$ cat config.mk
export PLATFORM = sky130hd
export DESIGN_NAME = gf180mcu_fd_sc_mcu9t5v0__clkdivinv_func
export DESIGN_NICKNAME = d
export VERILOG_FILES = /design/src/rtl/gf180mcu_fd_sc_mcu9t5v0__clkdivinv_func_pkg.sv /design/src/rtl/gf180mcu_fd_sc_mcu9t5v0__clkdivinv_ch.sv /design/src/rtl/gf180mcu_fd_sc_mcu9t5v0__clkdivinv_func.sv
export SDC_FILE = /design/constraint.sdc
export NUM_CORES = 1
export LEC_CHECK = 0
export ABC_CLOCK_PERIOD_IN_PS = 5850
export BUFFER_PORTS_ARGS = -buffer_cell sky130_fd_sc_hd__buf_2
export CAP_MARGIN = 10
export CELL_PAD_IN_SITES_DETAIL_PLACEMENT = 0
export CELL_PAD_IN_SITES_GLOBAL_PLACEMENT = 1
export CORE_ASPECT_RATIO = 0.5
export CORE_MARGIN = 3
export CORE_UTILIZATION = 49
export CTS_CLUSTER_SIZE = 8
export DETAILED_ROUTE_END_ITERATION = 12
export MAX_ROUTING_LAYER = met4
export PLACE_DENSITY_LB_ADDON = 0.1
export SYNTH_ARGS = -nofsm -noshare
export SYNTH_HDL_FRONTEND = slang
export SYNTH_SLANG_ARGS = --single-unit
$ cat constraint.sdc
create_clock -name CLK -period 5.85 [get_ports CLK]
set_input_delay 0.2925 -clock CLK [delete_from_list [all_inputs] [get_ports CLK]]
set_output_delay 0.2925 -clock CLK [all_outputs]
set_load 0.02 [all_outputs]
$ cat src/rtl/gf180mcu_fd_sc_mcu9t5v0__clkdivinv_func_pkg.sv
// Shared constants for the multi-channel clock divider/inverter.
// No ports. Holds the default channel count and divider field width used
// by the top level and by the per-channel sub-module.
package gf180mcu_fd_sc_mcu9t5v0__clkdivinv_func_pkg;

    // Number of independent divider channels.
    localparam int unsigned CH_DEFAULT = 2;

    // Divider field width per channel; half-period is DIV+1 source cycles.
    localparam int unsigned DW_DEFAULT = 4;

endpackage

$ cat src/rtl/gf180mcu_fd_sc_mcu9t5v0__clkdivinv_ch.sv
// One divider/inverter channel: produces a 50%-duty divided clock with
// programmable ratio, polarity and glitch-free start/stop.
// Ports:
//   CLK  - source clock, all state on rising edge
//   RN   - asynchronous active-low reset
//   EN   - run request
//   DIV  - half-period minus one
//   INV  - polarity (0: ZN idles high, 1: ZN idles low)
//   ZN   - divided clock, flop-driven
//   TC   - one-cycle pulse on every ZN toggle
//   BUSY - running or finishing the high phase
module gf180mcu_fd_sc_mcu9t5v0__clkdivinv_ch
    import gf180mcu_fd_sc_mcu9t5v0__clkdivinv_func_pkg::*;
#(
    parameter int unsigned DW = DW_DEFAULT
) (
    input  logic          CLK,
    input  logic          RN,
    input  logic          EN,
    input  logic [DW-1:0] DIV,
    input  logic          INV,
    output logic          ZN,
    output logic          TC,
    output logic          BUSY
);

    logic [DW-1:0] cnt_q, cnt_d;
    logic [DW-1:0] div_act_q, div_act_d;
    logic          q_q, q_d;
    logic          inv_act_q, inv_act_d;
    logic          run_q, run_d;
    logic          zn_q, zn_d;
    logic          tc_q, tc_d;
    logic          busy_q, busy_d;

    logic          idle;
    logic [DW-1:0] div_eff;
    logic          hit;

    assign idle    = !run_q && !q_q;
    // While idle the ratio is reloaded every edge, so the start edge compares
    // against the value being loaded rather than last cycle's copy.
    assign div_eff = idle ? DIV : div_act_q;
    assign hit     = (cnt_q == div_eff);

    always_comb begin
        cnt_d     = cnt_q;
        div_act_d = div_act_q;
        q_d       = q_q;
        inv_act_d = inv_act_q;
        run_d     = run_q;
        tc_d      = 1'b0;

        if (idle) begin
            div_act_d = DIV;
            inv_act_d = INV;
            cnt_d     = '0;
            if (EN) begin
                // Start edge is also the first counting edge.
                run_d = 1'b1;
                if (hit) begin
                    q_d  = 1'b1;
                    tc_d = 1'b1;
                end else begin
                    cnt_d = cnt_q + DW'(1);
                end
            end
        end else if (!q_q && !EN) begin
            // Stop during the low phase: no toggle, so no runt pulse.
            run_d = 1'b0;
            cnt_d = '0;
        end else begin
            if (hit) begin
                cnt_d = '0;
                q_d   = ~q_q;
                tc_d  = 1'b1;
                if (q_q) begin
                    // 1->0 toggle is the period boundary: reload settings and
                    // either keep running or drop to idle.
                    div_act_d = DIV;
                    inv_act_d = INV;
                    run_d     = EN;
                end
            end else begin
                cnt_d = cnt_q + DW'(1);
            end
        end
    end

    // Outputs are registered from next-state values so polarity and phase
    // changing on the same edge cannot produce a glitch.
    always_comb begin
        zn_d   = ~(q_d ^ inv_act_d);
        busy_d = run_d | q_d;
    end

    always_ff @(posedge CLK or negedge RN) begin
        if (!RN) begin
            cnt_q     <= '0;
            div_act_q <= '0;
            q_q       <= 1'b0;
            inv_act_q <= 1'b0;
            run_q     <= 1'b0;
            zn_q      <= 1'b1;
            tc_q      <= 1'b0;
            busy_q    <= 1'b0;
        end else begin
            cnt_q     <= cnt_d;
            div_act_q <= div_act_d;
            q_q       <= q_d;
            inv_act_q <= inv_act_d;
            run_q     <= run_d;
            zn_q      <= zn_d;
            tc_q      <= tc_d;
            busy_q    <= busy_d;
        end
    end

    assign ZN   = zn_q;
    assign TC   = tc_q;
    assign BUSY = busy_q;

endmodule

$ cat src/rtl/gf180mcu_fd_sc_mcu9t5v0__clkdivinv_func.sv
// Multi-channel clock divider/inverter. Instantiates CH independent
// channels and slices the packed buses.
// Ports:
//   CLK  - source clock
//   RN   - asynchronous active-low reset
//   EN   - per-channel run request [CH]
//   DIV  - per-channel half-period minus one, DW bits each [CH*DW]
//   INV  - per-channel polarity [CH]
//   ZN   - divided clocks [CH]
//   TC   - toggle pulses [CH]
//   BUSY - per-channel busy [CH]
module gf180mcu_fd_sc_mcu9t5v0__clkdivinv_func
    import gf180mcu_fd_sc_mcu9t5v0__clkdivinv_func_pkg::*;
#(
    parameter int unsigned CH = CH_DEFAULT,
    parameter int unsigned DW = DW_DEFAULT
) (
    input  logic             CLK,
    input  logic             RN,
    input  logic [CH-1:0]    EN,
    input  logic [CH*DW-1:0] DIV,
    input  logic [CH-1:0]    INV,
    output logic [CH-1:0]    ZN,
    output logic [CH-1:0]    TC,
    output logic [CH-1:0]    BUSY
);

    for (genvar c = 0; c < CH; c++) begin : g_ch
        gf180mcu_fd_sc_mcu9t5v0__clkdivinv_ch #(
            .DW (DW)
        ) u_ch (
            .CLK  (CLK),
            .RN   (RN),
            .EN   (EN[c]),
            .DIV  (DIV[c*DW +: DW]),
            .INV  (INV[c]),
            .ZN   (ZN[c]),
            .TC   (TC[c]),
            .BUSY (BUSY[c])
        );
    end

endmodule

==> results.yml <==
global_routing:
  antenna_found_initial: 0
  grt_start_max_net_pins: 29
  grt_use_total_pct: 15.95
  grt_pass1_wl_um: 4526
  grt_overflow: 0
  grt_pass1_vias: 927
clocking:
  worstSkewPairLatency_ns: 0.28
  htree_num_levels: 1
  root_buffer: "clkbuf_8"
  cts_tree: "done"
  clockBufferDepth: 2
  cts_sinks: 28
  cts.reportedPaths.clkPinSlew_ns: 0.10
  postCtsHoldBufs: 0
  postCtsSetupBuffers: 0
  cts_resized: 0
  cts_buffers: 3
power:
  power_leakage_nw: 0.7387
  ir_drop_mv: 0.2324
  p_per_area_mw_per_mm2: 530.8
sta:
  slew_headroom_pct: 58.81
  rsz0062_at_grt: "no"
  min_period_over_period_pct: 44.62
  tns_ns: 0
  timing.hold.ws_ns: 0.01333
  finalMaxSlewViolations: 0
  finalSetupViolations: 0
  report.final.hold_viol_count: 0
  fmax_mhz: 383.1
  tightestPinTransition_ns: 0.6178
  clock_skew_ns: 0.006688
  final.min_clock_period_ns: 2.610
setup_path:
  slowest_stage: "or4_1"
  end_kind: "flip-flop"
  path_cells: "xor2_1 > or4_1 > mux2i_4 > inv_1 > ha_1 > a21oi_1 > o21ai_0 > xnor2_1"
  rrSetupSlack_ns: 3.24
  cp.depth: 8
  required_ns: 6.06
  r2r-end: "g_ch[0].u_ch.ZN"
  start_kind: "flip-flop"
  reg2reg_depth: 8
  path_max_fanout: 7
  critPathMaxStageDelay_ns: 0.71
  startpoint: "g_ch[0].u_ch.cnt_q[0]"
  critPathTopFamily: "simple AND/OR/NAND/NOR gates"
  cp.buffers_inverters: 1
  worstSetupPathType: "flip-flop to flip-flop"
  endpoint: "g_ch[0].u_ch.ZN"
  cp.arrival_ns: 2.82
  r2r_start: "g_ch[0].u_ch.cnt_q[0]"
floorplanning:
  fp-row-count: 13
  start_util_pct: 55.59
  fp.dieH_um: 45.84
  die_area_sq_mm: 0.003927
  pin_count: 20
  core_area_sq_mm: 0.002798
  die_x_um: 85.68
cells_and_area:
  area_growth_pct: 7.804
  fill_cells: 237
  layout.nets: 164
  drive_gt1_share_pct: 28.97
  antenna_cells: 0
yosys:
  syn_inst: 132
  synth_top_area_cell: "dfrtp_1"
  ys_ff_latch: 28
  yosys.area.top_type_share_pct: 41.83
  synthTopCellsByArea: "dfrtp_1, mux2_4, xnor2_1"
  postSynthAreaPerCell_sq_um: 11.78
  syn-num-nets: 150
  yosysSeqAreaShare_pct: 45.21
  ys_types: 29
  yosysWarningCount: 0
  synth_area_sq_mm: 0.001555
routing:
  wire_per_inst_um: 14.50
  route.detailed.drc: 0
  drtIter0Drc: 37
  firstDrtPassIters: 4
  postRouteAntennaNets: 0
  totalWireLength_um: 2639
  num_vias: 979
  vias_per_cell: 5.379
placed_design:
  dpl.hpwl_um: 1893
  io_buffers: 19
  finalWeightedCongestion: 0.8064
status:
  outcome: "completed"
job:
  cap_viol_max_count: 0
hold_path:
  hp-class: "input pin to async pin"
## Yosys cell counts, drive strengths merged
| cell type | number |
|---|---|
| or4 | 2 |
| o21bai | 2 |
| a31o | 2 |
| nand4 | 2 |
| ha | 4 |
| inv | 6 |
| o211ai | 2 |
| mux2 | 8 |
| nand3 | 2 |
| a32oi | 2 |
| nand2 | 4 |
| nor3 | 8 |
| mux2i | 2 |
| nor2 | 6 |
| o21a | 2 |
| a21boi | 2 |
| dfstp | 2 |
| clkbuf | 2 |
| o41ai | 2 |
| xor2 | 10 |
| and3b | 2 |
| a21oi | 6 |
| buf | 8 |
| dfrtp | 26 |
| nor3b | 2 |
| o21ai | 4 |
| xnor2 | 12 |
## flip-flops by register name, summed over array words and instances, names as in the netlist
signal / flops
g_ch.u_ch.cnt_q: 8
g_ch.u_ch.ZN: 2
g_ch.u_ch.q_q: 2
g_ch.u_ch.BUSY: 2
g_ch.u_ch.run_q: 2
g_ch.u_ch.inv_act_q: 2
g_ch.u_ch.div_act_q: 8
g_ch.u_ch.TC: 2
## worst register-to-register path, cell delays in order (launching register included)
cell,delay (ns)
dfrtp_1,0.46
xor2_1,0.18
or4_1,0.71
mux2i_4,0.29
inv_1,0.08
ha_1,0.32
a21oi_1,0.07
o21ai_0,0.28
xnor2_1,0.16
## metrics by stage
stage	instance area (sq um)	power [W]	std cells	setup WS, ns	util [%]
detailed placement	1622	0.0007685	178	3.282	57.96
finish	1677	0.0008900	182	3.240	59.93
global route	1677	0.0009626	182	3.050	59.93
CTS	1677	0.0008950	182	3.239	59.93
floorplan	1555	0.0007187	132	3.558	-
global placement	1622	0.0007657	178	3.371	57.96
## routing by layer
layer / wire length (um) / GRT usage [%] / vias to the layer above
met2: 1128 / 23.92 / 24
li1: - / - / 484
met5: 0 / - / -
met1: 1357 / 21.01 / 469
met4: 8 / 3.785 / 0
met3: 145 / 5.415 / 2
## worst min-delay path by stage
stage	start	end	slack, ns
6_report	RN	g_ch[0].u_ch.cnt_q[0]	0.01
3_3_place_gp	RN	g_ch[0].u_ch.div_act_q[0]	0.34
5_1_grt	RN	g_ch[0].u_ch.cnt_q[0]	0.06
4_1_cts	RN	g_ch[0].u_ch.cnt_q[0]	0.05
2_1_floorplan	RN	g_ch[0].u_ch.BUSY	-0.003
3_5_place_dp	RN	g_ch[0].u_ch.cnt_q[0]	0.35
## power by group
part / internal [W] / total [W] / switching, W
Clock: 0.0000604 / 0.000124 / 0.0000632
Sequential: 0.000276 / 0.000357 / 0.0000809
Combinational: 0.000209 / 0.000410 / 0.000200
Total: 0.000546 / 0.000890 / 0.000344
## layout make-up
type                            count  area [sq um]  share of cell area (%)
Clock buffer                        4         55.05                   3.284
Multi-Input combinational cell     88         754.5                   45.00
Tap cell                           37         46.29                   2.761
Sequential cell                    28         703.2                   41.94
Inverter                            6         22.52                   1.343
Timing Repair Buffer               19         95.09                   5.672
## logic make-up (layout without fill, tap and decap cells)
kind of cell	count (synthesis)	count (layout)	share of synthesized area (%)
adders and majority gates	4	4	3.218
DFF	28	28	45.21
xor gates and xnor gates	22	22	12.39
buffers and inverters	16	29	6.275
AOI/OAI and AO/OA	24	24	12.55
and+or+nand+nor	28	28	9.734
muxes	10	10	10.62
## layout by cell type (no fill, tap or decap)
cell      synthesis  final
or4_1             1      1
ha_1              4      4
nand2_1           4      4
xnor2_1          12     12
o21ai_0           4      4
a31o_2            2      2
and3b_1           2      2
o41ai_1           2      2
nand3_1           2      2
inv_1             6      6
dfrtp_1          26     26
buf_2             0     19
clkbuf_8          0      4
mux2i_4           2      2
nor2_1            6      6
mux2_4            8      8
o211ai_2          2      2
or4_4             1      1
nand4_1           2      2
xor2_1           10     10
nor3b_1           2      2
a21boi_1          2      2
nor3_1            8      8
o21bai_4          2      2
a32oi_1           2      2
a21oi_1           6      6
o21a_1            2      2
dfstp_2           2      2
Note: power is estimated with default switching activity, not from simulation.
